--- src/rtl/aes_bridge_pkg.sv ---
// Shared definitions for the AES FIFO block bridge: default widths, FSM encoding
// and the word byte-reversal helper used when AES_BRIDGE_BYTE_SWAP_EN is defined.
package aes_bridge_pkg;

  localparam int AES_DATA_W  = 32;
  localparam int AES_BLOCK_W = 128;
  localparam int AES_WORDS   = AES_BLOCK_W / AES_DATA_W;

  typedef enum logic [2:0] {
    ST_FILL     = 3'd0,
    ST_RD_ISSUE = 3'd1,
    ST_RD_CAP   = 3'd2,
    ST_SEND     = 3'd3,
    ST_RESULT   = 3'd4,
    ST_DRAIN    = 3'd5
  } state_e;

  // Reverses byte order within one FIFO word (byte 0 becomes the top byte).
  function automatic logic [AES_DATA_W-1:0] byte_swap(input logic [AES_DATA_W-1:0] w);
    logic [AES_DATA_W-1:0] r;
    r = '0;
    for (int i = 0; i < AES_DATA_W / 8; i++) begin
      r[i*8 +: 8] = w[AES_DATA_W-8-i*8 +: 8];
    end
    return r;
  endfunction

endpackage

--- src/rtl/aes_word_shifter.sv ---
// Word-granular shift register with parallel load and a wrap-around word counter.
// Used once to pack FIFO words into a block and once to unpack a block into words.
module aes_word_shifter #(
  parameter int DATA_W  = 32,
  parameter int BLOCK_W = 128,
  parameter int OUT_W   = BLOCK_W,
  parameter int CNT_W   = 2
) (
  input  logic               clock,
  input  logic               reset,
  input  logic               load,
  input  logic [BLOCK_W-1:0] load_data,
  input  logic               shift,
  input  logic [DATA_W-1:0]  shift_in,
  output logic [OUT_W-1:0]   data_o,
  output logic [CNT_W-1:0]   cnt_o,
  output logic               last_o
);

  localparam int WORDS = BLOCK_W / DATA_W;

  logic [BLOCK_W-1:0] data_q, data_d;
  logic [CNT_W-1:0]   cnt_q, cnt_d;

  assign last_o = (cnt_q == CNT_W'(WORDS - 1));
  assign cnt_o  = cnt_q;
  assign data_o = data_q[BLOCK_W-1 -: OUT_W];

  // Words enter at the bottom and leave from the top, so the first word ends up highest.
  always_comb begin
    data_d = data_q;
    cnt_d  = cnt_q;
    if (load) begin
      data_d = load_data;
    end else if (shift) begin
      data_d = {data_q[BLOCK_W-DATA_W-1:0], shift_in};
      cnt_d  = last_o ? '0 : cnt_q + 1'b1;
    end
  end

  always_ff @(posedge clock or posedge reset) begin
    if (reset) begin
      data_q <= '0;
      cnt_q  <= '0;
    end else begin
      data_q <= data_d;
      cnt_q  <= cnt_d;
    end
  end

endmodule

--- src/rtl/aes_fifo_block_bridge.sv ---
// Bridges the host word FIFOs to the AES core: packs words into blocks, unpacks results.
// Define AES_BRIDGE_BYTE_SWAP_EN to byte-reverse each word on capture and on output.
module aes_fifo_block_bridge
  import aes_bridge_pkg::*;
#(
  parameter int DATA_W  = AES_DATA_W,
  parameter int BLOCK_W = AES_BLOCK_W,
  parameter int CNT_W   = 16
) (
  input  logic               clock,
  input  logic               reset,
  input  logic               data_empty,
  output logic               data_rd,
  input  logic [DATA_W-1:0]  data_din,
  input  logic               data_full,
  output logic               data_wr,
  output logic [DATA_W-1:0]  data_dout,
  output logic               core_in_valid,
  input  logic               core_in_ready,
  output logic [BLOCK_W-1:0] core_in_data,
  input  logic               core_out_valid,
  output logic               core_out_ready,
  input  logic [BLOCK_W-1:0] core_out_data,
  output logic [CNT_W-1:0]   blocks_in,
  output logic [CNT_W-1:0]   blocks_out,
  output logic               busy,
  output logic [2:0]         dbg_state
);

  localparam int WORDS  = BLOCK_W / DATA_W;
  localparam int WCNT_W = (WORDS > 1) ? $clog2(WORDS) : 1;

  // Handshakes: a transfer happens on a cycle where valid and ready are both high;
  // core_in_valid/core_in_data stay stable until then, and core_out_ready is only
  // offered while the bridge has room for a whole result block.

  state_e             state_q, state_d;
  logic [CNT_W-1:0]   blocks_in_q, blocks_in_d;
  logic [CNT_W-1:0]   blocks_out_q, blocks_out_d;
  logic [WCNT_W-1:0]  in_cnt, out_cnt;
  logic               in_last, out_last;
  logic               in_shift, out_load, out_shift;
  logic [DATA_W-1:0]  in_word, out_word;
  logic [BLOCK_W-1:0] in_data;

`ifdef AES_BRIDGE_BYTE_SWAP_EN
  assign in_word   = byte_swap(data_din);
  assign data_dout = byte_swap(out_word);
`else
  assign in_word   = data_din;
  assign data_dout = out_word;
`endif

  aes_word_shifter #(
    .DATA_W (DATA_W),
    .BLOCK_W(BLOCK_W),
    .OUT_W  (BLOCK_W),
    .CNT_W  (WCNT_W)
  ) u_pack (
    .clock    (clock),
    .reset    (reset),
    .load     (1'b0),
    .load_data('0),
    .shift    (in_shift),
    .shift_in (in_word),
    .data_o   (in_data),
    .cnt_o    (in_cnt),
    .last_o   (in_last)
  );

  aes_word_shifter #(
    .DATA_W (DATA_W),
    .BLOCK_W(BLOCK_W),
    .OUT_W  (DATA_W),
    .CNT_W  (WCNT_W)
  ) u_unpack (
    .clock    (clock),
    .reset    (reset),
    .load     (out_load),
    .load_data(core_out_data),
    .shift    (out_shift),
    .shift_in ('0),
    .data_o   (out_word),
    .cnt_o    (out_cnt),
    .last_o   (out_last)
  );

  always_ff @(posedge clock or posedge reset) begin
    if (reset) begin
      state_q <= ST_FILL;
    end else begin
      state_q <= state_d;
    end
  end

  always_comb begin
    state_d = state_q;
    case (state_q)
      ST_FILL:     if (!data_empty) state_d = ST_RD_ISSUE;
      ST_RD_ISSUE: state_d = ST_RD_CAP;
      ST_RD_CAP:   state_d = in_last ? ST_SEND : ST_FILL;
      ST_SEND:     if (core_in_ready) state_d = ST_RESULT;
      ST_RESULT:   if (core_out_valid) state_d = ST_DRAIN;
      ST_DRAIN:    if (!data_full && out_last) state_d = ST_FILL;
      default:     state_d = ST_FILL;
    endcase
  end

  // Read and write strobes come from disjoint states, so they can never overlap.
  always_comb begin
    data_rd        = 1'b0;
    data_wr        = 1'b0;
    core_in_valid  = 1'b0;
    core_out_ready = 1'b0;
    in_shift       = 1'b0;
    out_load       = 1'b0;
    out_shift      = 1'b0;
    case (state_q)
      ST_RD_ISSUE: data_rd = 1'b1;
      ST_RD_CAP:   in_shift = 1'b1;
      ST_SEND:     core_in_valid = 1'b1;
      ST_RESULT: begin
        core_out_ready = 1'b1;
        out_load       = core_out_valid;
      end
      ST_DRAIN: begin
        data_wr   = !data_full;
        out_shift = !data_full;
      end
      default: ;
    endcase
  end

  always_comb begin
    blocks_in_d  = blocks_in_q;
    blocks_out_d = blocks_out_q;
    if (state_q == ST_SEND && core_in_ready) begin
      blocks_in_d = blocks_in_q + 1'b1;
    end
    if (state_q == ST_DRAIN && !data_full && out_last) begin
      blocks_out_d = blocks_out_q + 1'b1;
    end
  end

  always_ff @(posedge clock or posedge reset) begin
    if (reset) begin
      blocks_in_q  <= '0;
      blocks_out_q <= '0;
    end else begin
      blocks_in_q  <= blocks_in_d;
      blocks_out_q <= blocks_out_d;
    end
  end

  assign core_in_data = in_data;
  assign blocks_in    = blocks_in_q;
  assign blocks_out   = blocks_out_q;
  assign busy         = (state_q != ST_FILL) || (in_cnt != '0) || (out_cnt != '0);
  assign dbg_state    = state_q;

endmodule

--- config.mk ---
export PLATFORM = sky130hd
export DESIGN_NAME = aes_fifo_block_bridge
export DESIGN_NICKNAME = d
export VERILOG_FILES = /design/src/rtl/aes_bridge_pkg.sv /design/src/rtl/aes_word_shifter.sv /design/src/rtl/aes_fifo_block_bridge.sv
export SDC_FILE = /design/constraint.sdc
export NUM_CORES = 1
export LEC_CHECK = 0
export ABC_AREA = 0
export BUFFER_PORTS_ARGS = -buffer_cell sky130_fd_sc_hd__clkbuf_2
export CAP_MARGIN = 5
export CELL_PAD_IN_SITES_DETAIL_PLACEMENT = 1
export CELL_PAD_IN_SITES_GLOBAL_PLACEMENT = 1
export CORE_MARGIN = 5
export CORE_UTILIZATION = 30
export DETAILED_ROUTE_END_ITERATION = 8
export GPL_ROUTABILITY_DRIVEN = 0
export PLACE_DENSITY = 0.73
export SLEW_MARGIN = 15
export SYNTH_ARGS = -nofsm -noshare
export SYNTH_HDL_FRONTEND = slang
export SYNTH_HIERARCHICAL = 1
export SYNTH_SLANG_ARGS = --single-unit
--- constraint.sdc ---
create_clock -name clock -period 4.8 [get_ports clock]
set_clock_uncertainty 0.1 [all_clocks]
set_input_delay 0.72 -clock clock [delete_from_list [all_inputs] [get_ports clock]]
set_output_delay 0.72 -clock clock [all_outputs]
set_load 0.005 [all_outputs]
==> reports/results.ini <==
[cts]
ctsHoldBuffers = 0
cts_buffers = 36
clk_pin_slew_worst_paths_ps = 60
cts_resized = 0
clockBufferDepth = 3
ctsRootBufferMaster = clkbuf_16
clock_latency_ps = 530
postCtsSetupBuffers = 0
h-tree-depth = 2
tritoncts = built
clock-sinks = 295

[synth]
yosys.area.top_type_share = 0.521
ys.flop_type = dfrtp_1
synth_compound_area_frac = 0.0944
yosys.area.top_type = dfrtp_1
synthArstFlopShare = 1.00
synth_edf_count = 0
syn_avg_cell_area_sq_um = 10.8
synthTopCellsByArea = dfrtp_1 (52%), mux2i_1 (18%), o21ai_1 (8.5%)
synth_mux_area_frac = 0.186
synth_top_family_by_area = multiplexers
ys_seq_area_frac = 0.521
synth-seq-cells = 295
syn_area_sq_um = 14200
synth_warnings = 6
synth_xor_xnor_area_share = 0.0185
ys_types = 38
yosys.area_share.simple = 0.0985
syn_inst = 1311
synth_fa_ha_area_frac = 0.00353

[power_and_ir_drop]
comb_power_share = 0.285
p_leak_nw = 7.81
switchingPower_w = 0.00309
power_frac_seq = 0.423
clkPwrFrac = 0.292
powerDensity_nw_per_um2 = 524
ir_drop_mv = 0.227
sw_frac_of_total = 0.334
intPower_w = 0.00616

[critical_path]
required_ps = 3980
endpoint_kind = output port
crit_arrival_ps = 2270
path_max_fanout = 69
reg2reg_from = dbg_state[0]
ff2ff_setup_slack_ps = 2110
criticalPathCategory = reg -> out
ff2ff_path_depth = 5
startpoint_type = flop
worstReg2RegEnd = u_unpack/data_q[98]

[finish]
multiInputGateArea_sq_um = 6310
n_fill_cell = 5439
layout.nets = 1938
seqCellArea_sq_um = 7380
fin_util = 0.378
syn_to_final_growth_pct = 24.4
layout-drive-gt1-share = 0.248

[sta]
fin_crit_sh = 0.645
fmax_ghz = 0.323
setup_slack_ps = 1710
final.setup.tns_ps = 0
grt_setup_unrepaired = no
period_minus_slack_ps = 3090
drv_slew = 0
worstMarginPinSlew_ps = 967
finalSetupViolations = 0
finalHoldViolations = 0
relSlewSlack = 0.356

[drt]
wl_per_cell_microns = 17.1
drt-initial-drc-count = 630
via_count = 11000
antenna_left = 0
wirelength_mm = 41.1
drc_errors = 0
viasPerCell = 4.56
dr.pass1.iters = 4

[global_route]
grt_max_degree = 131
grt_antenna_before_repair = 0
grt_util_all_layers = 0.156
grt_pass1_wl_mm = 65.4
grt.overflow.total = 0
grt_pass1_vias = 11800

[status]
status = completed

[place]
portBuffers = 365
dp_slack_ps = 1880
hpwl_mm = 28.6

[floorplan]
die_h_microns = 227
core-area_sq_um = 46700
die_w_microns = 227
start_util = 0.304
num_rows = 79
die-area_sq_um = 51700
io_pins = 366

[hold_path]
hold_class = in -> async

[job]
maxCapViolCount = 0

==> cell usage in the layout, fill, tap and decap left out, drive strengths merged <==
cell / n
nand2b: 4
o21ai: 258
and3b: 1
and4b: 1
nor4: 3
nor2b: 2
dfrtp: 295
and4: 2
nor3: 6
and3: 3
nand3: 11
nand4bb: 1
a221oi: 1
o22a: 1
nand2: 269
xnor2: 21
nand4: 6
xor2: 9
or3: 1
buf: 9
clkbuf: 419
inv: 11
a211oi: 1
mux2: 6
bufinv: 2
a31oi: 1
nor2: 15
mux2i: 256
diode: 1
clkinvlp: 1
and2: 1
a21oi: 3
ha: 4
clkinv: 3
conb: 165
==> stage by stage <==
step	std cells	total power, W	cell area, sq um	hold slack [ps]
after detailed placement	2337	0.00661	16500	376
after floorplan	1475	0.00593	14800	365
after CTS	2399	0.00939	17600	243
after global placement	2337	0.00642	16500	358
final	2400	0.00925	17600	255
after global routing	2399	0.00989	17600	270
==> final cells by class <==
class,count,share of cell area
Sequential cell,295,0.419
Multi-Input combinational cell,1052,0.358
Timing Repair Buffer,374,0.112
Clock buffer,54,0.0601
Tap cell,607,0.0431
Clock inverter,8,0.00568
Inverter,9,0.00248
Antenna cell,1,0.000142
==> layer usage <==
metal  share of wire  GRT usage  vias to the layer above
li1                -          -                     5221
met1            0.43      0.204                     5376
met2            0.46      0.250                      311
met3           0.088     0.0547                       43
met4           0.016     0.0368                        0
met5               0          0                        -
==> cell families (layout without fill, tap and decap cells) <==
logic type / count (synthesis) / count (layout)
DFF: 295 / 295
xor gates and xnor gates: 30 / 30
muxes: 262 / 262
AOI/OAI and AO/OA: 265 / 265
buffers and inverters: 128 / 445
other: 1 / 166
adders and majority gates: 4 / 4
and+or+nand+nor: 326 / 326
==> cell usage after synthesis, drive strengths merged (3+ instances only) <==
cell / number
a21oi: 3
and3: 3
buf: 107
clkbuf: 12
dfrtp: 295
ha: 4
inv: 9
mux2: 6
mux2i: 256
nand2: 269
nand2b: 4
nand3: 11
nand4: 6
nor2: 15
nor3: 6
nor4: 3
o21ai: 258
xnor2: 21
xor2: 9
==> power by group through the flow <==
stage | combinational, W | sequential [W] | clock, W
6_report | 0.00263 | 0.00391 | 0.00270
4_1_cts | 0.00266 | 0.00393 | 0.00280
3_5_place_dp | 0.00265 | 0.00395 | 0
3_3_place_gp | 0.00252 | 0.00390 | 0
2_1_floorplan | 0.00221 | 0.00373 | 0
5_1_grt | 0.00296 | 0.00403 | 0.00290
==> flip-flops by register name (all words and copies together), names as in the netlist <==
name             cells
blocks_out          16
u_unpack/data_q    128
u_pack/cnt_o         2
u_unpack/cnt_o       2
blocks_in           16
u_pack/data_o      128
dbg_state            3
==> worst max-delay path, cell delays in order, from the launching register on <==
cell and delay [ps]:
dfrtp_1 610, nand4bb_4 250, inv_6 600, clkbuf_2 240
==> how the worst max path moves through the flow <==
stage | start | slack, ps | cells past startpoint | end
after floorplan | reset | 510 | 1 | u_pack/cnt_o[0]
after global placement | data_full | 1960 | 6 | u_unpack/data_q[7]
after detailed placement | data_full | 1880 | 6 | u_unpack/data_q[58]
after CTS | dbg_state[0] | 1630 | 3 | data_wr
after global routing | dbg_state[0] | 1540 | 3 | data_wr
final | dbg_state[0] | 1710 | 3 | data_wr
Note: power is estimated with default switching activity, not from simulation.
